--- src/rtl/adc_serial_modulator.sv ---
// adc_serial_modulator
//   Receives the ADC's MSB-first serial stream and its NEW_BYTE marker,
//   re-times both into the clk domain, samples every bit at mid-period and
//   rebuilds the byte. It also drives a 1-bit modulated carrier (ASK, FSK,
//   BPSK or raw NRZ) from the bit currently being received.
//
// Ports
//   clk        in   system clock (50 MHz)
//   rst        in   asynchronous reset, active low
//   serial_in  in   serial data, MSB first, asynchronous to clk
//   new_byte   in   byte marker, high during the MSB bit period, asynchronous
//   mode       in   00 ASK, 01 FSK, 10 BPSK, 11 raw NRZ (latched at byte start)
//   byte_out   out  last fully received byte
//   byte_valid out  one-clk pulse when byte_out updates
//   cur_bit    out  bit currently being modulated
//   mod_out    out  registered modulated output
//   sync_err   out  one-clk pulse when a byte marker arrives mid-byte
module adc_serial_modulator #(
  parameter int BIT_CYCLES = 25000,
  parameter int HALF1      = 25,
  parameter int HALF0      = 50,
  parameter int CW         = 16
) (
  input  logic       clk,
  input  logic       rst,
  input  logic       serial_in,
  input  logic       new_byte,
  input  logic [1:0] mode,
  output logic [7:0] byte_out,
  output logic       byte_valid,
  output logic       cur_bit,
  output logic       mod_out,
  output logic       sync_err
);

  typedef enum logic [1:0] {IDLE, ALIGN, RECV} state_t;

  localparam logic [1:0] MODE_ASK  = 2'b00;
  localparam logic [1:0] MODE_FSK  = 2'b01;
  localparam logic [1:0] MODE_BPSK = 2'b10;

  localparam logic [CW-1:0] ALIGN_LAST = CW'(BIT_CYCLES / 2 - 1);
  localparam logic [CW-1:0] BIT_LAST   = CW'(BIT_CYCLES - 1);
  localparam logic [CW-1:0] H1_LAST    = CW'(HALF1 - 1);
  localparam logic [CW-1:0] H0_LAST    = CW'(HALF0 - 1);

  logic          r_ser_s1, r_ser_s2;
  logic          r_nb_s1, r_nb_s2, r_nb_s3;
  state_t        r_state, w_next;
  logic [CW-1:0] r_timer;
  logic [2:0]    r_bit_cnt;
  logic [6:0]    r_shreg;
  logic [1:0]    r_mode;
  logic [7:0]    r_byte_out;
  logic          r_byte_valid, r_sync_err, r_cur_bit, r_mod_out;
  logic [CW-1:0] r_car_cnt;
  logic          r_carrier, r_h0_sel;

  logic          w_nb_rise, w_sample, w_complete, w_restart, w_sync_err;
  logic          w_use_h0;
  logic [CW-1:0] w_h_last;

  // Two-flop synchronizers; the third new_byte flop is only for edge detection.
  always_ff @(posedge clk or negedge rst) begin
    if (!rst) begin
      r_ser_s1 <= 1'b0;
      r_ser_s2 <= 1'b0;
      r_nb_s1  <= 1'b0;
      r_nb_s2  <= 1'b0;
      r_nb_s3  <= 1'b0;
    end else begin
      r_ser_s1 <= serial_in;
      r_ser_s2 <= r_ser_s1;
      r_nb_s1  <= new_byte;
      r_nb_s2  <= r_nb_s1;
      r_nb_s3  <= r_nb_s2;
    end
  end

  assign w_nb_rise = r_nb_s2 & ~r_nb_s3;

  always_ff @(posedge clk or negedge rst) begin
    if (!rst) r_state <= IDLE;
    else      r_state <= w_next;
  end

  // A marker that coincides with the 8th sample lets the byte finish and then
  // starts the next one; any other mid-byte marker throws the partial byte away.
  always_comb begin
    w_next     = r_state;
    w_sample   = 1'b0;
    w_complete = 1'b0;
    w_restart  = 1'b0;
    w_sync_err = 1'b0;
    case (r_state)
      IDLE: begin
        if (w_nb_rise) begin
          w_next    = ALIGN;
          w_restart = 1'b1;
        end
      end
      ALIGN:   w_sample = (r_timer == ALIGN_LAST);
      RECV:    w_sample = (r_timer == BIT_LAST);
      default: w_next   = IDLE;
    endcase
    if (r_state != IDLE) begin
      w_complete = w_sample && (r_bit_cnt == 3'd7);
      if (w_nb_rise && !w_complete) begin
        w_sample   = 1'b0;
        w_sync_err = 1'b1;
        w_restart  = 1'b1;
        w_next     = ALIGN;
      end else if (w_complete) begin
        w_restart = w_nb_rise;
        w_next    = w_nb_rise ? ALIGN : IDLE;
      end else if (w_sample) begin
        w_next = RECV;
      end
    end
  end

  // Bit timing, shift register and byte assembly. bit_cnt wraps to 0 on the
  // 8th sample, so no explicit clear is needed at the end of a byte.
  always_ff @(posedge clk or negedge rst) begin
    if (!rst) begin
      r_timer      <= '0;
      r_bit_cnt    <= '0;
      r_shreg      <= '0;
      r_mode       <= 2'b00;
      r_cur_bit    <= 1'b0;
      r_byte_out   <= '0;
      r_byte_valid <= 1'b0;
      r_sync_err   <= 1'b0;
    end else begin
      r_byte_valid <= w_complete;
      r_sync_err   <= w_sync_err;
      if (w_restart) begin
        r_timer   <= '0;
        r_bit_cnt <= '0;
        r_mode    <= mode;
      end else if (r_state != IDLE) begin
        if (w_sample) begin
          r_timer   <= '0;
          r_bit_cnt <= r_bit_cnt + 3'd1;
        end else begin
          r_timer <= r_timer + CW'(1);
        end
      end
      if (w_sample) begin
        r_shreg   <= {r_shreg[5:0], r_ser_s2};
        r_cur_bit <= r_ser_s2;
      end
      if (w_complete) r_byte_out <= {r_shreg, r_ser_s2};
    end
  end

  assign w_use_h0 = (r_mode == MODE_FSK) && !r_cur_bit;
  assign w_h_last = w_use_h0 ? H0_LAST : H1_LAST;

  // Free-running carrier. A change of half-period restarts the counter but
  // leaves the level alone, keeping FSK phase-continuous.
  always_ff @(posedge clk or negedge rst) begin
    if (!rst) begin
      r_car_cnt <= '0;
      r_carrier <= 1'b0;
      r_h0_sel  <= 1'b0;
    end else begin
      r_h0_sel <= w_use_h0;
      if (w_use_h0 != r_h0_sel) begin
        r_car_cnt <= '0;
      end else if (r_car_cnt == w_h_last) begin
        r_car_cnt <= '0;
        r_carrier <= ~r_carrier;
      end else begin
        r_car_cnt <= r_car_cnt + CW'(1);
      end
    end
  end

  always_ff @(posedge clk or negedge rst) begin
    if (!rst) begin
      r_mod_out <= 1'b0;
    end else begin
      case (r_mode)
        MODE_ASK:  r_mod_out <= r_carrier & r_cur_bit;
        MODE_FSK:  r_mod_out <= r_carrier;
        MODE_BPSK: r_mod_out <= r_carrier ^ ~r_cur_bit;
        default:   r_mod_out <= r_cur_bit;
      endcase
    end
  end

  assign byte_out   = r_byte_out;
  assign byte_valid = r_byte_valid;
  assign cur_bit    = r_cur_bit;
  assign mod_out    = r_mod_out;
  assign sync_err   = r_sync_err;

endmodule

--- config.mk ---
export PLATFORM = sky130hd
export DESIGN_NAME = adc_serial_modulator
export DESIGN_NICKNAME = d
export VERILOG_FILES = /design/src/rtl/adc_serial_modulator.sv
export SDC_FILE = /design/constraint.sdc
export NUM_CORES = 1
export LEC_CHECK = 0
export BUFFER_PORTS_ARGS = -buffer_cell sky130_fd_sc_hd__buf_2
export CORE_ASPECT_RATIO = 0.75
export CORE_MARGIN = 2
export CORE_UTILIZATION = 50
export DETAILED_ROUTE_END_ITERATION = 12
export GPL_TIMING_DRIVEN = 0
export PLACE_DENSITY = 0.73
export SETUP_SLACK_MARGIN = 0.2
export SYNTH_ARGS = -nofsm -noshare
export SYNTH_HDL_FRONTEND = slang
export SYNTH_SLANG_ARGS = --single-unit
--- constraint.sdc ---
create_clock -name clk -period 3.03 [get_ports clk]
set_input_delay 0.7575 -clock clk [delete_from_list [all_inputs] [get_ports clk]]
set_output_delay 0.7575 -clock clk [all_outputs]
set_load 0.05 [all_outputs]
==> summary.md, run 1 <==
| Metric | Value |
|---|---|
| Pre-antenna DRT Iters | `4` |
| Area growth syn-to-layout | `14.3%` |
| Fin crit share | `between 80% and 90%` |
| Worst Setup End Kind | `register` |
| Die Y | `roughly 71 um` |
| Pleak | `1.64 nW` |
| Clock Tree Buf Depth | `2` |
| Peak Freq | `slightly above 0.4 GHz` |
| Critical Path AT | `around 2700 ps` |
| Grt total ovfl | `0` |
| Fin cells | `384` |
| Peak VDD IR | `about 0.3 mV` |
| Kind of critical path | `reg -> reg` |
| # clock sinks | `64` |
| Outcome | `completed` |
| CP peak stage delay | `about 520 ps` |
| Root Buffer | `clkbuf_8` |
| Max_cap viols | `0` |
| Clock transition at path regs | `around 80 ps` |
| I/O Pins | `18` |
| DRC errors left | `0` |
| DRT Wirelength | `roughly 5.6 mm` |
| Worst EP required | `approximately 3300 ps` |
| Final setup viols | `0` |
| Ys flop type | `dfrtp_1` |
| Post-synth EDFFs | `0` |
| Area of the die | `6640 sq um` |
| Antenna violations before repair | `0` |
| Largest net degree at the start of global routing | `42` |
| Vias in the first global route | `around 2000` |
| Vias per cell | `roughly 5.5` |
| First-pass GRT wire length | `9.52 mm` |
| Post-cts hold buffer count | `0` |
| # nets final | `approximately 310` |
| Slowest CP cell | `or4b_1` |
| Sequential share of the synthesized area | `roughly 53%` |
| Clock buffer count from CTS | `9` |
| Startpoint type of the worst setup path | `register` |
| TNS Setup | `0 ps` |
| Syn Area/Cell | `between 10 and 15 sq um` |
| Register area | `1600 sq um` |
| HPWL Detailed | `around 3.9 mm` |
| Multi-input logic area | `between 1000 and 1500 sq um` |
| Syn_nets | `about 290` |
| Via Count | `~2100` |
| Hold crit path type | `reg -> reg` |
| Syn Inst Count | `roughly 270` |
| Clk_lat worst skew | `roughly 350 ps` |
| WP buf/inv | `1` |
| Post CTS Setup Buffer Count | `0` |
| Port Buffers | `17` |
| DRT iter0 DRCs | `approximately 110` |
| Synth unique cells | `45` |
| Starting Density | `between 50% and 60%` |
| Crit path cell chain | `inv_1 > ha_1 > or4b_1 > mux2i_1 > nand4b_1 > nor2_2 > mux2_2` |
| Placer's final routability congestion estimate | `0.822` |
| Ys async rst share | `100%` |
| Worst slack at placement | `around 570 ps` |
| H-tree levels | `3` |
| Core area | `about 5800 sq um` |
| # diodes | `0` |
| RSZ-0062 raised after global routing | `no` |
| Power Density | `roughly 580 nW/um^2` |
| Largest fanout on the critical path | `7` |
| Filler cells | `480` |
| Tot GR Track Use | `between 10% and 20%` |
| Hold slack | `360 ps` |
| Yosys reg bits | `64` |
| Fin crit period | `2460 ps` |
| Placed Instances | `368` |
| Final hold vios | `0` |
| WL/cell | `approximately 15 um` |
| Largest delay share family, worst path | `simple AND/OR/NAND/NOR gates` |
| Final WS setup | `~570 ps` |
| Synth Warn # | `0` |
| Setup Skew | `roughly 17 ps` |
| Resized Gates After CTS | `0` |
| Core Rows | `24` |
| Least-Margin Pin Slew | `569 ps` |
| Relative slew slack | `61.9%` |
| Share of cells above drive strength 1 | `between 15 and 20%` |
| Synthesized cell area | `3000 sq um` |
| Die width | `about 93 um` |
| Post-DRT Antenna Nets | `0` |
| Final Max Tran Viols | `0` |
| TritonCTS clock tree | `yes` |
final timing paths:
| check | startpoint | endpoint | slack (ps) | cells after the start |
|---|---|---|---|---|
| setup / recovery | r_state[0] | r_shreg[6] | 570 | 7 |
| hold reg to reg | r_nb_s1 | r_nb_s2 | 360 | 0 |
| setup reg to reg | r_state[0] | r_shreg[6] | 570 | 7 |
| max in group asynchronous | rst | r_car_cnt[2] | 2040 | 2 |
| min in group asynchronous | rst | r_timer[13] | 380 | 1 |
| hold / removal | r_nb_s1 | r_nb_s2 | 360 | 0 |
cell usage after synthesis, drive strengths merged, types with 3 or more instances:
cell type / instances / share of area, %
nor3: 7 / 1.2
clkbuf: 4 / 0.54
nand2: 22 / 3.0
or4b: 3 / 1.0
nor2: 39 / 5.0
xnor2: 10 / 2.9
nand4: 14 / 2.9
and3: 4 / 0.83
mux2i: 4 / 1.3
xor2: 18 / 5.3
nand3: 13 / 2.2
nand4b: 4 / 1.2
ha: 7 / 2.9
buf: 5 / 1.5
inv: 9 / 1.1
or4: 3 / 0.75
mux2: 15 / 5.8
dfrtp: 64 / 53
per-layer routing:
metal / vias up / track usage (%) / part of all wire (%)
li1: 1017 / - / -
met1: 1011 / 26.6 / 50
met2: 58 / 27.0 / 44
met3: 8 / 6.07 / 5.5
met4: 0 / 5.88 / 1.1
met5: - / 0 / 0
cells in the final DEF, fill, tap and decap left out, types with 7 or more instances in the layout:
cell type	count
buf_2	19
clkbuf_8	9
dfrtp_1	64
ha_1	7
inv_1	9
mux2_2	14
nand2_1	21
nand3_1	13
nand4_1	14
nor2_1	38
nor3_1	7
xnor2_1	10
xor2_1	18
per-stage QoR:
stage,util (%),total power [mW],cell area [sq um]
floorplan,-,1.10,3000
global placement,54.9,1.16,3180
detailed placement,55.2,1.16,3200
CTS,59.2,2.00,3430
global route,59.2,2.07,3430
finish,59.2,1.98,3430
state kept, by name, summed over array words and instances (netlist names):
register and count:
r_car_cnt 16, r_timer 16, byte_out 8, r_shreg 7, r_bit_cnt 3, r_mode 2
r_state 2, byte_valid 1, mod_out 1, r_carrier 1, r_h0_sel 1, r_nb_s1 1
r_nb_s2 1, r_nb_s3 1, r_ser_s1 1, r_ser_s2 1, sync_err 1
cell families (layout without fill, tap and decap cells):
group / Yosys count / after routing / synth area share [%]
compound gates: 15 / 15 / 3.67
xor+xnor: 28 / 28 / 8.18
buf+inv: 18 / 52 / 3.13
simple gates: 120 / 120 / 20.9
fa+ha+maj: 7 / 7 / 2.92
flops: 64 / 64 / 53.4
mux: 20 / 20 / 7.84
report_power, final:
group	switching [mW]	total (mW)	internal [mW]
clock	0.360	0.831	0.471
combinational	0.101	0.171	0.0700
sequential	0.0704	0.976	0.905
total	0.532	1.98	1.45
area by class of cell:
cell class / instances / area share, %
repair buffers: 18 / 3.07
multi-input cells: 190 / 38.0
flip-flops and latches: 64 / 46.7
clock inverters: 7 / 2.99
inverters: 9 / 0.985
plain buffers: 9 / 1.75
clock buffers: 9 / 3.61
well taps: 78 / 2.85
No activity file was read; power rests on OpenSTA's default activity.
==> inputs of run 2 (changes only) <==
--- a/config.mk
+++ b/config.mk
@@ -5,13 +5,14 @@
 export SDC_FILE = /design/constraint.sdc
 export NUM_CORES = 1
 export LEC_CHECK = 0
+export ABC_AREA = 1
 export BUFFER_PORTS_ARGS = -buffer_cell sky130_fd_sc_hd__buf_2
 export CORE_ASPECT_RATIO = 0.75
 export CORE_MARGIN = 2
 export CORE_UTILIZATION = 50
 export DETAILED_ROUTE_END_ITERATION = 12
 export GPL_TIMING_DRIVEN = 0
-export PLACE_DENSITY = 0.73
+export PLACE_DENSITY = 0.72
 export SETUP_SLACK_MARGIN = 0.2
 export SYNTH_ARGS = -nofsm -noshare
 export SYNTH_HDL_FRONTEND = slang
==> constraint.sdc (replaced) <==
create_clock -name clk -period 2.45 [get_ports clk]
set_input_delay 0.6125 -clock clk [delete_from_list [all_inputs] [get_ports clk]]
set_output_delay 0.6125 -clock clk [all_outputs]
set_load 0.05 [all_outputs]
==> run 2 against run 1 <==
Effect of this change: non-clock buffer count shrank 3; global-route usage up 3.3 points; synthesized cell count rose by 55%; critical path depth increased by 1; maximum frequency up 26%; hold slack lost 10 ps; largest power group unchanged; highest routed layer unchanged.
==> summary.md, run 2 <==
| Metric | Value |
|---|---|
| Clock buffer count from CTS | `9 (unchanged)` |
| Antenna violations before repair | `0 (unchanged)` |
| Syn Inst Count | `422 (+55%)` |
| Tot GR Track Use | `21.9% (+3.3 points)` |
| HPWL Detailed | `5.12 mm (+32%)` |
| WL/cell | `13.6 um (-6.4%)` |
| Core Util, Final | `58.1% (-1.0 points)` |
| Sequential share of the synthesized area | `47.5% (-5.9 points)` |
| Synth area leaders | `dfrtp_1 (47%), nand2_1 (12%), nor2_1 (7.2%)` |
| Area growth syn-to-layout | `10.5%` |
| Vias per cell | `5.32 (-2.5%)` |
| Commonest non-fill, non-tap cell in the layout | `nand2_1` |
| Starting Density | `52.6% (+0.88 points)` |
| Post CTS Setup Buffer Count | `0 (unchanged)` |
| First-pass GRT wire length | `12.6 mm (+32%)` |
| I/O Pins | `18 (unchanged)` |
| Max_cap viols | `0 (unchanged)` |
| H-tree levels | `3 (unchanged)` |
| DRT Wirelength | `7.30 mm (+31%)` |
| Least-Margin Pin Slew | `787 ps (+218 ps)` |
| Die Y | `75.1 um (+5.7%)` |
| Peak VDD IR | `0.400 mV (+31%)` |
| # clock sinks | `64 (unchanged)` |
| Post-cts hold buffer count | `0 (unchanged)` |
| Syn_nets | `435 (+53%)` |
| Final Instance Area | `3730 sq um (+8.8%)` |
| Largest net degree at the start of global routing | `65 (+55%)` |
| Most common cell in the synthesized netlist | `nand2_1` |
| Worst Setup End Kind | `register` |
| Root Buffer | `clkbuf_8` |
| Setup Skew | `5.99 ps (-10.9 ps)` |
| Peak Freq | `0.513 GHz (+26%)` |
| # diodes | `0 (unchanged)` |
| Die width | `98.9 um (+5.8%)` |
| CP peak stage delay | `450 ps (-70 ps)` |
| Relative slew slack | `47.6% (-14 points)` |
| Share of cells above drive strength 1 | `11.6% (-8.3 points)` |
| Port Buffers | `17 (unchanged)` |
| WP depth | `8 (+1)` |
| Leading area contributor after synthesis | `dfrtp_1` |
| Ys flop type | `dfrtp_1` |
| Startpoint type of the worst setup path | `register` |
| Placer's final routability congestion estimate | `0.991 (+20%)` |
| Final setup viols | `0 (unchanged)` |
| Final WS setup | `502 ps (-68.7 ps)` |
| Synth unique cells | `33 (-27%)` |
| Final Max Tran Viols | `0 (unchanged)` |
| Yosys reg bits | `64 (unchanged)` |
| Final hold vios | `0 (unchanged)` |
| Fin crit share | `79.5% (-1.7 points)` |
| Crit path cell chain | `inv_1 > ha_1 > inv_2 > nor2_2 > inv_2 > a21oi_1 > or2_2 > nor2_1` |
| Largest fanout on the critical path | `10 (+3)` |
| TNS Setup | `0 ps (unchanged)` |
| Post-DRT Antenna Nets | `0 (unchanged)` |
| Kind of critical path | `reg -> reg` |
| Pleak | `1.84 nW (+13%)` |
| Critical Path AT | `2170 ps (-520 ps)` |
| Hold slack | `350 ps (-10.0 ps)` |
| WP buf/inv | `3 (+2)` |
| Worst r2r path cells | `8 (+1)` |
| Worst EP required | `2670 ps (-590 ps)` |
| DRC errors left | `0 (unchanged)` |
| Yosys top cell area share | `47.5% (-5.9 points)` |
| Ys async rst share | `100% (unchanged)` |
| Via Count | `2851 (+36%)` |
| Fin crit period | `1950 ps (-511 ps)` |
| Hold crit path type | `in -> async` |
| Syn Area/Cell | `8.00 sq um (-27%)` |
| Clock transition at path regs | `70 ps (about the same)` |
| Worst slack at placement | `538 ps (-31.6 ps)` |
| Power Density | `610 nW/um^2 (+5.7%)` |
| Most common library cells after synthesis | `nand2_1 (109), nor2_1 (65), dfrtp_1 (64), inv_1 (39), nand3_1 (27)` |
| DRT iter0 DRCs | `248 (+120%)` |
| TritonCTS clock tree | `yes` |
| Core Rows | `25 (+4.2%)` |
| Largest delay share family, worst path | `simple AND/OR/NAND/NOR gates` |
| Most Frequent Cell on Critical Path | `inv_2` |
| Clk_lat worst skew | `340 ps (about the same)` |
| # nets final | `463 (+47%)` |
| Cell area after placement | `3560 sq um (+11%)` |
| Area of the die | `7430 sq um (+12%)` |
| Core area | `6410 sq um (+11%)` |
| Pre-antenna DRT Iters | `5 (+1)` |
| Slowest CP cell | `nor2_2` |
| Outcome | `completed` |
| Clock Tree Buf Depth | `2 (unchanged)` |
| Most frequent cells in the layout | `nand2_1 (109), nor2_1 (65), dfrtp_1 (64)` |
| Grt total ovfl | `0 (unchanged)` |
| Synth Warn # | `0 (unchanged)` |
| Post-synth EDFFs | `0 (unchanged)` |
| Filler cells | `578 (+20%)` |
| Vias in the first global route | `2614 (+29%)` |
| Resized Gates After CTS | `0 (unchanged)` |
| Synthesized cell area | `3370 sq um (+13%)` |
| RSZ-0062 raised after global routing | `no` |
## run 2: changes by cell type after synthesis, sizes merged, moves of 6 or more
cell,previous run,this run
nand4,14,24
inv,9,43
xnor2,10,4
nor3,7,17
o21ai,2,14
nor2,39,69
mux2,15,0
nand2,22,112
o2111ai,0,7
nand3,13,28
## run 2: layout make-up
| cell class | instances | area, sq um | area share [%] |
|---|---|---|---|
| timing repair buffer | 17 | 87.6 | 2.35 |
| clock inverter | 4 | 20.0 | 0.537 |
| inverter | 44 | 165 | 4.43 |
| sequential | 64 | 1600 | 43.0 |
| clock buffer | 12 | 145 | 3.89 |
| tap | 81 | 101 | 2.72 |
| multi-input combinational | 307 | 1560 | 41.9 |
| buffer | 7 | 43.8 | 1.17 |
## run 2: path summary, 6_finish.rpt
path	startpoint	endpoint	slack (ps)
worst max-delay path	r_state[0]	r_timer[3]	500
worst min-delay path	rst	r_car_cnt[7]	350
worst max register to register	r_state[0]	r_timer[3]	500
worst min register to register	r_nb_s1	r_nb_s2	350
max in group asynchronous	rst	r_state[0]	1580
min in group clk	r_nb_s1	r_nb_s2	350
## run 2: logic make-up (layout without fill, tap and decap cells)
group | after synthesis | in the layout | synth area share, %
XOR/XNOR | 19 | 19 | 4.93
AND/OR/NAND/NOR | 254 | 254 | 33.4
adder cells (fa/ha/maj) | 7 | 7 | 2.60
AO/OA/AOI/OAI | 27 | 27 | 5.38
flip-flops | 64 | 64 | 47.5
buffers and inverters | 51 | 84 | 6.19
## run 2: routing by layer
metal | vias to the layer above | part of all wire, % | wire, um | track usage (%)
met5 | - | 0 | 0 | 0
met4 | 0 | 2.0 | 148 | 8.98
met3 | 13 | 5.8 | 425 | 5.29
met2 | 85 | 40 | 2950 | 31.2
met1 | 1325 | 52 | 3780 | 32.2
li1 | 1428 | - | - | -
## run 2: metrics by stage
stage,total power [mW],instances
floorplan,1.42,422
global placement,1.51,520
detailed placement,1.52,520
CTS,2.30,536
global route,2.41,536
finish,2.27,536
## run 2: where the power goes
part	leakage [nW]	internal, mW	total, mW	switching (mW)
Clock	0.0899	0.388	0.772	0.384
Combinational	0.894	0.100	0.300	0.200
Sequential	0.860	1.13	1.20	0.0755
Total	1.84	1.62	2.27	0.660
